==> src/rtl/nibble_serial_adder_ctrl_if.sv <==
`default_nettype none
// ============================================================================
// Module   : nibble_serial_adder_ctrl_if
// Brief    : Request/result bundle for the nibble-serial adder sequencer.
//            The sub signal exists only when SUB_EN is defined.
// Revision : 1.0 - initial release
// ============================================================================
interface nibble_serial_adder_ctrl_if #(
    parameter int NIBBLES = 4
);
    localparam int W = 4 * NIBBLES;

    logic         start;
    logic [W-1:0] a;
    logic [W-1:0] b;
    logic         cin;
`ifdef SUB_EN
    logic         sub;
`endif
    logic         busy;
    logic         done;
    logic [W-1:0] s;
    logic         cout;
    logic         ovf;

    modport master (
`ifdef SUB_EN
        output sub,
`endif
        output start, a, b, cin,
        input  busy, done, s, cout, ovf
    );

    modport slave (
`ifdef SUB_EN
        input  sub,
`endif
        input  start, a, b, cin,
        output busy, done, s, cout, ovf
    );
endinterface
`default_nettype wire

==> src/rtl/nibble_serial_adder_ctrl.sv <==
`default_nettype none
// ============================================================================
// Module   : nibble_serial_adder_ctrl
// Brief    : Wide adder built from one 4-bit slice, one nibble per clock,
//            LSB first. Define SUB_EN to add the subtract option.
// Revision : 1.0 - initial release
// ============================================================================
module nibble_serial_adder_ctrl #(
    parameter int NIBBLES = 4
) (
    input  logic                          clk,
    input  logic                          rst_n,
    nibble_serial_adder_ctrl_if.slave     bus
);
    localparam int W     = 4 * NIBBLES;
    localparam int IDX_W = (NIBBLES > 1) ? $clog2(NIBBLES) : 1;
    localparam logic [IDX_W-1:0] c_last_idx = IDX_W'(NIBBLES - 1);

    typedef enum logic [1:0] {
        ST_IDLE = 2'd0,
        ST_RUN  = 2'd1,
        ST_DONE = 2'd2
    } state_t;

    state_t           r_state;
    state_t           w_next;
    logic [W-1:0]     r_a;
    logic [W-1:0]     r_b;
    logic             r_carry;
    logic [IDX_W-1:0] r_idx;
    logic [3:0]       r_s_nib [NIBBLES];
    logic             r_cout;
    logic             r_ovf;

    logic             w_accept;
    logic             w_last;
    logic [W-1:0]     w_b_eff;
    logic             w_cin_eff;
    logic [3:0]       w_a_nib [NIBBLES];
    logic [3:0]       w_b_nib [NIBBLES];
    logic [4:0]       w_slice_sum;
    logic [W-1:0]     w_s;

    // Effective operand: subtraction is A + ~B + 1, folded in at acceptance
`ifdef SUB_EN
    assign w_b_eff   = bus.sub ? ~bus.b : bus.b;
    assign w_cin_eff = bus.sub | bus.cin;
`else
    assign w_b_eff   = bus.b;
    assign w_cin_eff = bus.cin;
`endif

    assign w_accept = (r_state != ST_RUN) && bus.start;
    assign w_last   = (r_idx == c_last_idx);

    always_comb begin
        for (int i = 0; i < NIBBLES; i++) begin
            w_a_nib[i]     = r_a[4*i +: 4];
            w_b_nib[i]     = r_b[4*i +: 4];
            w_s[4*i +: 4]  = r_s_nib[i];
        end
    end

    assign w_slice_sum = {1'b0, w_a_nib[r_idx]} + {1'b0, w_b_nib[r_idx]} + {4'b0000, r_carry};

    always_comb begin
        w_next = r_state;
        case (r_state)
            ST_IDLE: if (bus.start) w_next = ST_RUN;
            ST_RUN:  if (w_last)    w_next = ST_DONE;
            ST_DONE: w_next = bus.start ? ST_RUN : ST_IDLE;
            default: w_next = ST_IDLE;
        endcase
    end

    always_ff @(posedge clk or negedge rst_n) begin
        if (!rst_n) begin
            r_state <= ST_IDLE;
        end else begin
            r_state <= w_next;
        end
    end

    always_ff @(posedge clk or negedge rst_n) begin
        if (!rst_n) begin
            r_a     <= '0;
            r_b     <= '0;
            r_carry <= 1'b0;
            r_idx   <= '0;
            r_cout  <= 1'b0;
            r_ovf   <= 1'b0;
        end else if (w_accept) begin
            r_a     <= bus.a;
            r_b     <= w_b_eff;
            r_carry <= w_cin_eff;
            r_idx   <= '0;
        end else if (r_state == ST_RUN) begin
            r_carry <= w_slice_sum[4];
            if (w_last) begin
                r_idx  <= '0;
                r_cout <= w_slice_sum[4];
                // r_b already holds the effective operand, so one rule covers add and subtract
                r_ovf  <= (r_a[W-1] == r_b[W-1]) && (w_slice_sum[3] != r_a[W-1]);
            end else begin
                r_idx  <= r_idx + 1'b1;
            end
        end
    end

    for (genvar gi = 0; gi < NIBBLES; gi++) begin : g_nib
        always_ff @(posedge clk or negedge rst_n) begin
            if (!rst_n) begin
                r_s_nib[gi] <= 4'h0;
            end else if ((r_state == ST_RUN) && (r_idx == IDX_W'(gi))) begin
                r_s_nib[gi] <= w_slice_sum[3:0];
            end
        end
    end

    assign bus.busy = (r_state == ST_RUN);
    assign bus.done = (r_state == ST_DONE);
    assign bus.s    = w_s;
    assign bus.cout = r_cout;
    assign bus.ovf  = r_ovf;

endmodule
`default_nettype wire

==> src/flat_wrapper.sv <==
// flat-port wrapper written by rule: the top's interface ports become plain ports
module nibble_serial_adder_ctrl_flat 
#(
    parameter int NIBBLES = 4
)
  (clk, rst_n, bus_start, bus_a, bus_b, bus_cin, bus_busy, bus_done, bus_s, bus_cout, bus_ovf);
  nibble_serial_adder_ctrl_if #(.NIBBLES(NIBBLES)) bus_i ();
  input  logic clk;
  input  logic rst_n;
  input wire logic [$bits(bus_i.start)-1:0] bus_start;
  input wire logic [$bits(bus_i.a)-1:0] bus_a;
  input wire logic [$bits(bus_i.b)-1:0] bus_b;
  input wire logic [$bits(bus_i.cin)-1:0] bus_cin;
  output wire logic [$bits(bus_i.busy)-1:0] bus_busy;
  output wire logic [$bits(bus_i.done)-1:0] bus_done;
  output wire logic [$bits(bus_i.s)-1:0] bus_s;
  output wire logic [$bits(bus_i.cout)-1:0] bus_cout;
  output wire logic [$bits(bus_i.ovf)-1:0] bus_ovf;
  assign bus_i.start = bus_start;
  assign bus_i.a = bus_a;
  assign bus_i.b = bus_b;
  assign bus_i.cin = bus_cin;
  assign bus_busy = bus_i.busy;
  assign bus_done = bus_i.done;
  assign bus_s = bus_i.s;
  assign bus_cout = bus_i.cout;
  assign bus_ovf = bus_i.ovf;
  nibble_serial_adder_ctrl #(.NIBBLES(NIBBLES)) u_core (.clk(clk), .rst_n(rst_n), .bus(bus_i));
endmodule
==> config.mk <==
export PLATFORM = sky130hd
export DESIGN_NAME = nibble_serial_adder_ctrl_flat
export DESIGN_NICKNAME = d
export VERILOG_FILES = /design/src/rtl/nibble_serial_adder_ctrl_if.sv /design/src/rtl/nibble_serial_adder_ctrl.sv /design/src/flat_wrapper.sv
export SDC_FILE = /design/constraint.sdc
export NUM_CORES = 1
export LEC_CHECK = 0
export ABC_AREA = 1
export CORE_MARGIN = 2
export CORE_UTILIZATION = 25
export CTS_BUF_LIST = sky130_fd_sc_hd__clkbuf_2
export DETAILED_ROUTE_END_ITERATION = 10
export GPL_TIMING_DRIVEN = 0
export PLACE_DENSITY = 0.47
export SLEW_MARGIN = 5
export SYNTH_ARGS = -nofsm -noshare
export SYNTH_HDL_FRONTEND = slang
export SYNTH_SLANG_ARGS = --single-unit
export TNS_END_PERCENT = 50
==> constraint.sdc <==
create_clock -name clk -period 2 [get_ports clk]
set_input_delay 0.4 -clock clk [delete_from_list [all_inputs] [get_ports clk]]
set_output_delay 0.4 -clock clk [all_outputs]
set_load 0.02 [all_outputs]
==> results of run 1 <==
==> where the power goes <==
group	total (uW)	internal, uW	switching (uW)
sequential	2040	1670	370
combinational	4290	2030	2260
clock	585	212	373
total	6920	3910	3010
==> synthesized netlist by cell type <==
library cell / count
nand3_1: 10
ha_1: 7
buf_8: 2
mux2_4: 26
mux2_2: 4
dfrtp_1: 55
o21ai_0: 22
a21oi_1: 4
inv_2: 2
fa_1: 2
nand2_1: 58
buf_2: 2
buf_6: 1
inv_1: 10
nand2_4: 3
xor2_1: 1
o22ai_1: 9
clkinv_1: 1
nor2_1: 20
o21bai_1: 1
==> worst max path at each step <==
stage               startpoint                to  slack [ns]  cells after the start
3_3_place_gp             rst_n   u_core.r_idx[0]       -1.42                      1
5_1_grt        u_core.r_idx[0]    u_core.r_carry       -0.27                      9
3_5_place_dp   u_core.r_idx[1]  u_core.bus.s[10]       -0.53                      8
4_1_cts        u_core.r_idx[0]    u_core.r_carry       -0.20                      9
6_report       u_core.r_idx[0]    u_core.r_carry       -0.20                      9
2_1_floorplan  u_core.r_idx[0]    u_core.r_carry       -0.02                     10
==> per-stage QoR <==
stage	instance area (um2)	setup TNS (ns)	total power [uW]	worst slack (ns)	hold slack, ns
2_1_floorplan	2640	-0.0193	4520	-0.0193	0.104
3_5_place_dp	3370	-5.56	5770	-0.529	0.464
3_3_place_gp	3360	-71.78	5720	-1.42	0.464
5_1_grt	3610	-2.37	7490	-0.267	0.469
6_report	3610	-0.885	6920	-0.199	0.435
4_1_cts	3570	-1.32	6820	-0.205	0.452
==> routing by layer <==
metal,vias to the layer above,share of wire,track usage
li1,942,-,-
met1,901,0.49,0.160
met2,41,0.46,0.179
met3,5,0.046,0.0276
met4,0,0.0088,0.0254
met5,-,0,0
==> registers in the layout (all words and copies together), names as in the netlist <==
signal and flops:
u_core.r_carry 1, u_core.r_state 2, u_core.r_idx 2, u_core.r_a 16, u_core.bus.cout 1, u_core.r_b 16
u_core.bus.s 16, u_core.bus.ovf 1
==> cell type report <==
class	instances	area share
Buffer	5	0.0187
Clock buffer	5	0.00693
Clock inverter	3	0.0121
Inverter	13	0.0146
Multi-Input combinational cell	167	0.347
Sequential cell	55	0.382
Tap cell	136	0.0471
Timing Repair Buffer	63	0.171
==> worst max-delay path, stage by stage (launching register included) <==
cell      delay, ns
dfrtp_2        0.53
buf_6          0.15
o21ai_1        0.15
o22ai_2        0.11
fa_2           0.36
fa_2           0.40
a21oi_2        0.17
o21bai_1       0.11
nand2_1        0.09
nand3_2        0.05
==> logic make-up after synthesis <==
| group | synth area share |
|---|---|
| simple gates | 0.144 |
| flops | 0.526 |
| compound gates | 0.0741 |
| mux | 0.166 |
| buf+inv | 0.0382 |
| fa+ha+maj | 0.0487 |
| xor+xnor | 0.00335 |
==> what timing repair did <==
item / CTS / global route
resized for setup: 21 / 16
hold buffers: 1 / 0
endpoints found under the setup margin: 21 / 16
pin swaps: 4 / 9
setup buffers: 6 / 0
endpoints found under the hold margin: 28 / 0
==> flow_summary_export.csv, run 1 <==
group,metric,value,unit
run_status,status,"finished, violations left",
run_status,violations,"negative setup slack",
cts,clkTransAtPathRegs,0.31,ns
timing,slew_violations,0,
synthesis,syn_area,2620,um2
global_routing,grt_max_degree,30,
setup_path,cp_data_arrival_time,2.60,ns
cells_and_area,stdcell_count,447,
cts,cts.sinks,55,
cts,clk_latency,0.47,ns
floorplan,die_width,106,um
cells_and_area,final_common_cell,"nand2_1",
synthesis,synth.top_cells.by_area,"dfrtp_1, mux2_4, nand2_1, o21ai_0, ha_1",
cells_and_area,fill_cells,1046,
cts,numCtsBuffers,5,
cts,cts_tree,"built",
timing,finClkSkew,0.0349,ns
setup_path,cp-end-kind,"flip-flop",
global_routing,grt_usage,0.114,
setup_path,crit_fanout,7,
synthesis,synth_cell_type_count,20,
floorplan,pin_count,56,
power_and_ir_drop,powerDensity,1920,nW/um2
cells_and_area,mostFrequentLayoutCells,"nand2_1, dfrtp_1, clkdlybuf4s50_1",
global_routing,antenna_found_initial,0,
floorplan,fp.coreArea,10200,um2
cells_and_area,multiInputGateArea,1250,um2
setup_path,r2r_cells,9,
setup_path,required,2.40,ns
synthesis,ys_seq_area_frac,0.526,
timing,slew_headroom,0.549,
synthesis,synth_top_cell_by_area,"dfrtp_1",
timing,rsz0062_at_grt,"yes",
route,drtAntennaViolNets,0,
route,drt-total-wl,6250,um
cells_and_area,post_route_cells_drive_above_1_share,0.257,
power_and_ir_drop,vdd_drop_max,0.676,mV
route,vias,1889,
cells_and_area,fin_nets,355,
global_routing,gr-total-overflow,0,
route,route.detailed.drc,0,
timing,hold_violations,0,
floorplan,start_util,0.256,
synthesis,yosysTopAreaCellShare,0.526,
power_and_ir_drop,cellLeakagePower,0.00171,uW
cts,clock_path_buffers,2,
job,cap_violations,0,
setup_path,setup.worst_path.class,"reg2reg",
setup_path,r2r_end,"u_core.r_carry",
cts,clockRootBuffer,"clkbuf_2",
timing,fmax,0.455,GHz
placement,port_buffers,55,
timing,setup_viol,10,
timing,tightest_slew,0.676,ns
route,drtIter0Drc,80,
cts,ctsHtreeMaxLevel,2,
cells_and_area,final_util,0.353,
floorplan,die_height,106,um
synthesis,synth_cells,240,
min_path,worstHoldPathType,"in2async",
synthesis,ys_warn_count,0,
setup_path,r2r_slack,-0.20,ns
setup_path,reg2reg_from,"u_core.r_idx[0]",
placement,place.gp.congestion,0.802,
setup_path,start_kind,"flip-flop",
timing,fin_ws,-0.199,ns
route,wl_per_cell,14.0,um
cells_and_area,seq_area,1380,um2
floorplan,rows,37,
synthesis,synth-seq-cells,55,
route,vias_per_cell,4.23,
floorplan,die-area,11300,um2
cells_and_area,antenna_cells,0,
cells_and_area,area_delta_synth_final,37.8,%
placement,hpwl,4430,um
route,drt-pass1-iter-count,4,
synthesis,synth.avg_cell_area,10.9,um2
placement,dpl.cell_count,432,
global_routing,grt_pass1_vias,1900,
global_routing,grt_pass1_wl,10000,um
timing,timing.final.crit_share,1.10,
synthesis,synthesis.nets,285,
timing,min_period,2.20,ns
Note: power is estimated with default switching activity, not from simulation.
==> inputs of run 2 (changes only) <==
Settings changed: TNS_END_PERCENT 50 to 1.
==> run 2 against run 1 <==
The flow still finishes with violations (negative setup slack). Non-clock buffer count is 1 lower. Global-route usage is 0.24 points lower. Worst hold slack worse by 0.048 ns. Final area is 1.1% lower. Register-to-register slack better by 0.05 ns. First-iteration DRC count is 8.8% lower. Utilization is 0.40 points lower. Largest power group unchanged.
==> flow_summary_export.csv, run 2 (same netlist as run 1, synthesis figures left out) <==
group,metric,value,unit
global_routing,grt_pass1_wl,9880,um
power_and_ir_drop,vdd_drop_max,0.552,mV
route,vias_per_cell,4.27,
global_routing,grt_pass1_vias,1924,
timing,min_period,2.15,ns
timing,timing.final.crit_share,1.08,
setup_path,start_kind,"flip-flop",
power_and_ir_drop,cellLeakagePower,0.00170,uW
floorplan,pin_count,56,
cells_and_area,area_delta_synth_final,36.3,%
route,route.detailed.drc,0,
timing,finClkSkew,0.0212,ns
global_routing,grt_use_met1,0.150,
setup_path,r2r_slack,-0.15,ns
cts,clk_latency,0.44,ns
global_routing,grt_use_met3,0.0294,
job,cap_violations,0,
run_status,violations,"negative setup slack",
route,drtIter0Drc,73,
placement,place.gp.congestion,0.792,
timing,hold_violations,0,
cts,ctsHtreeMaxLevel,2,
power_and_ir_drop,powerDensity,1840,nW/um2
cts,clkTransAtPathRegs,0.27,ns
cells_and_area,final_util,0.349,
cts,cts.sinks,55,
floorplan,die_height,106,um
route,drt-total-wl,6030,um
setup_path,cp_data_arrival_time,2.49,ns
setup_path,reg2reg_from,"u_core.r_idx[0]",
setup_path,r2r_cells,9,
setup_path,crit_start,"u_core.r_idx[0]",
global_routing,use_met2,0.179,
timing,fin_ws,-0.152,ns
min_path,worstHoldPathType,"in2async",
cts,clockRootBuffer,"clkbuf_2",
setup_path,cp-end-kind,"flip-flop",
placement,hpwl,4550,um
global_routing,grt_usage,0.112,
timing,setup_viol,13,
floorplan,fp.coreArea,10200,um2
timing,slew_headroom,0.704,
placement,port_buffers,55,
route,drtAntennaViolNets,0,
setup_path,crit_fanout,7,
timing,tightest_slew,0.444,ns
floorplan,die_width,106,um
floorplan,rows,37,
cells_and_area,fin_nets,354,
global_routing,antenna_found_initial,0,
timing,rsz0062_at_grt,"yes",
timing,slew_violations,0,
cts,cts_tree,"built",
run_status,status,"finished, violations left",
route,drt-pass1-iter-count,4,
global_routing,grt.busiest_layer,"met2",
setup_path,setup.worst_path.class,"reg2reg",
setup_path,r2r_end,"u_core.r_carry",
setup_path,required,2.34,ns
floorplan,die-area,11300,um2
floorplan,start_util,0.256,
placement,place_ws,-0.542,ns
cells_and_area,mostFrequentLayoutCells,"nand2_1, dfrtp_1, clkdlybuf4s50_1",
route,wl_per_cell,13.5,um
cells_and_area,antenna_cells,0,
timing,fmax,0.465,GHz
cells_and_area,final_common_cell,"nand2_1",
cts,clock_path_buffers,2,
route,vias,1906,
global_routing,gr-total-overflow,0,
cells_and_area,post_route_cells_drive_above_1_share,0.219,
cts,numCtsBuffers,5,
cells_and_area,fill_cells,1047,
global_routing,grt_max_degree,21,
## run 2: repair_timing
item | in CTS | in global routing
resized for setup | 19 | 6
buffers inserted | 4 | 0
endpoints found under the setup margin | 21 | 16
hold buffers | 1 | 0
pin swaps | 7 | 2
endpoints found under the hold margin | 17 | 0
## run 2: layout make-up
type	count	area, um2	area share
sequential	55	1380	0.386
multi-input combinational	167	1190	0.335
tap	136	170	0.0477
timing repair buffer	62	638	0.179
clock inverter	3	38.8	0.0109
buffer	5	67.6	0.0189
inverter	13	56.3	0.0158
clock buffer	5	25.0	0.00701
## run 2: through the flow
step                      hold WS (ns)  area (um2)  cells  total power, uW  TNS, ns
final                            0.387        3570    446             6570   -0.880
after CTS                        0.381        3560    446             6610    -1.42
after floorplan                  0.104        2630    240             4510  -0.0704
after global routing             0.377        3570    446             7140    -2.76
after global placement           0.465        3350    431             5710   -75.53
after detailed placement         0.370        3400    433             5760    -6.68
## run 2: metal layers
metal	vias up	share of wire
li1	946	-
met1	902	0.48
met2	50	0.46
met3	8	0.048
met4	0	0.015
met5	-	0
## run 2: worst max path at each step
stage | to | cells past startpoint
2_1_floorplan | u_core.r_carry | 9
3_3_place_gp | u_core.r_idx[0] | 1
3_5_place_dp | u_core.bus.s[6] | 8
4_1_cts | u_core.r_carry | 9
5_1_grt | u_core.r_carry | 10
6_report | u_core.r_carry | 9
## run 2: critical path, cell delays in order (launching register included)
cell,delay [ns]
dfrtp_2,0.51
buf_4,0.19
o21ai_1,0.13
o22ai_1,0.11
fa_2,0.36
fa_2,0.39
a21oi_2,0.16
o21bai_2,0.09
nand2_1,0.07
nand3_1,0.07
## run 2: power breakdown
part / switching [uW] / total, uW / internal, uW
combinational: 2120 / 3990 / 1870
clock: 341 / 546 / 205
sequential: 360 / 2030 / 1670
total: 2830 / 6570 / 3740
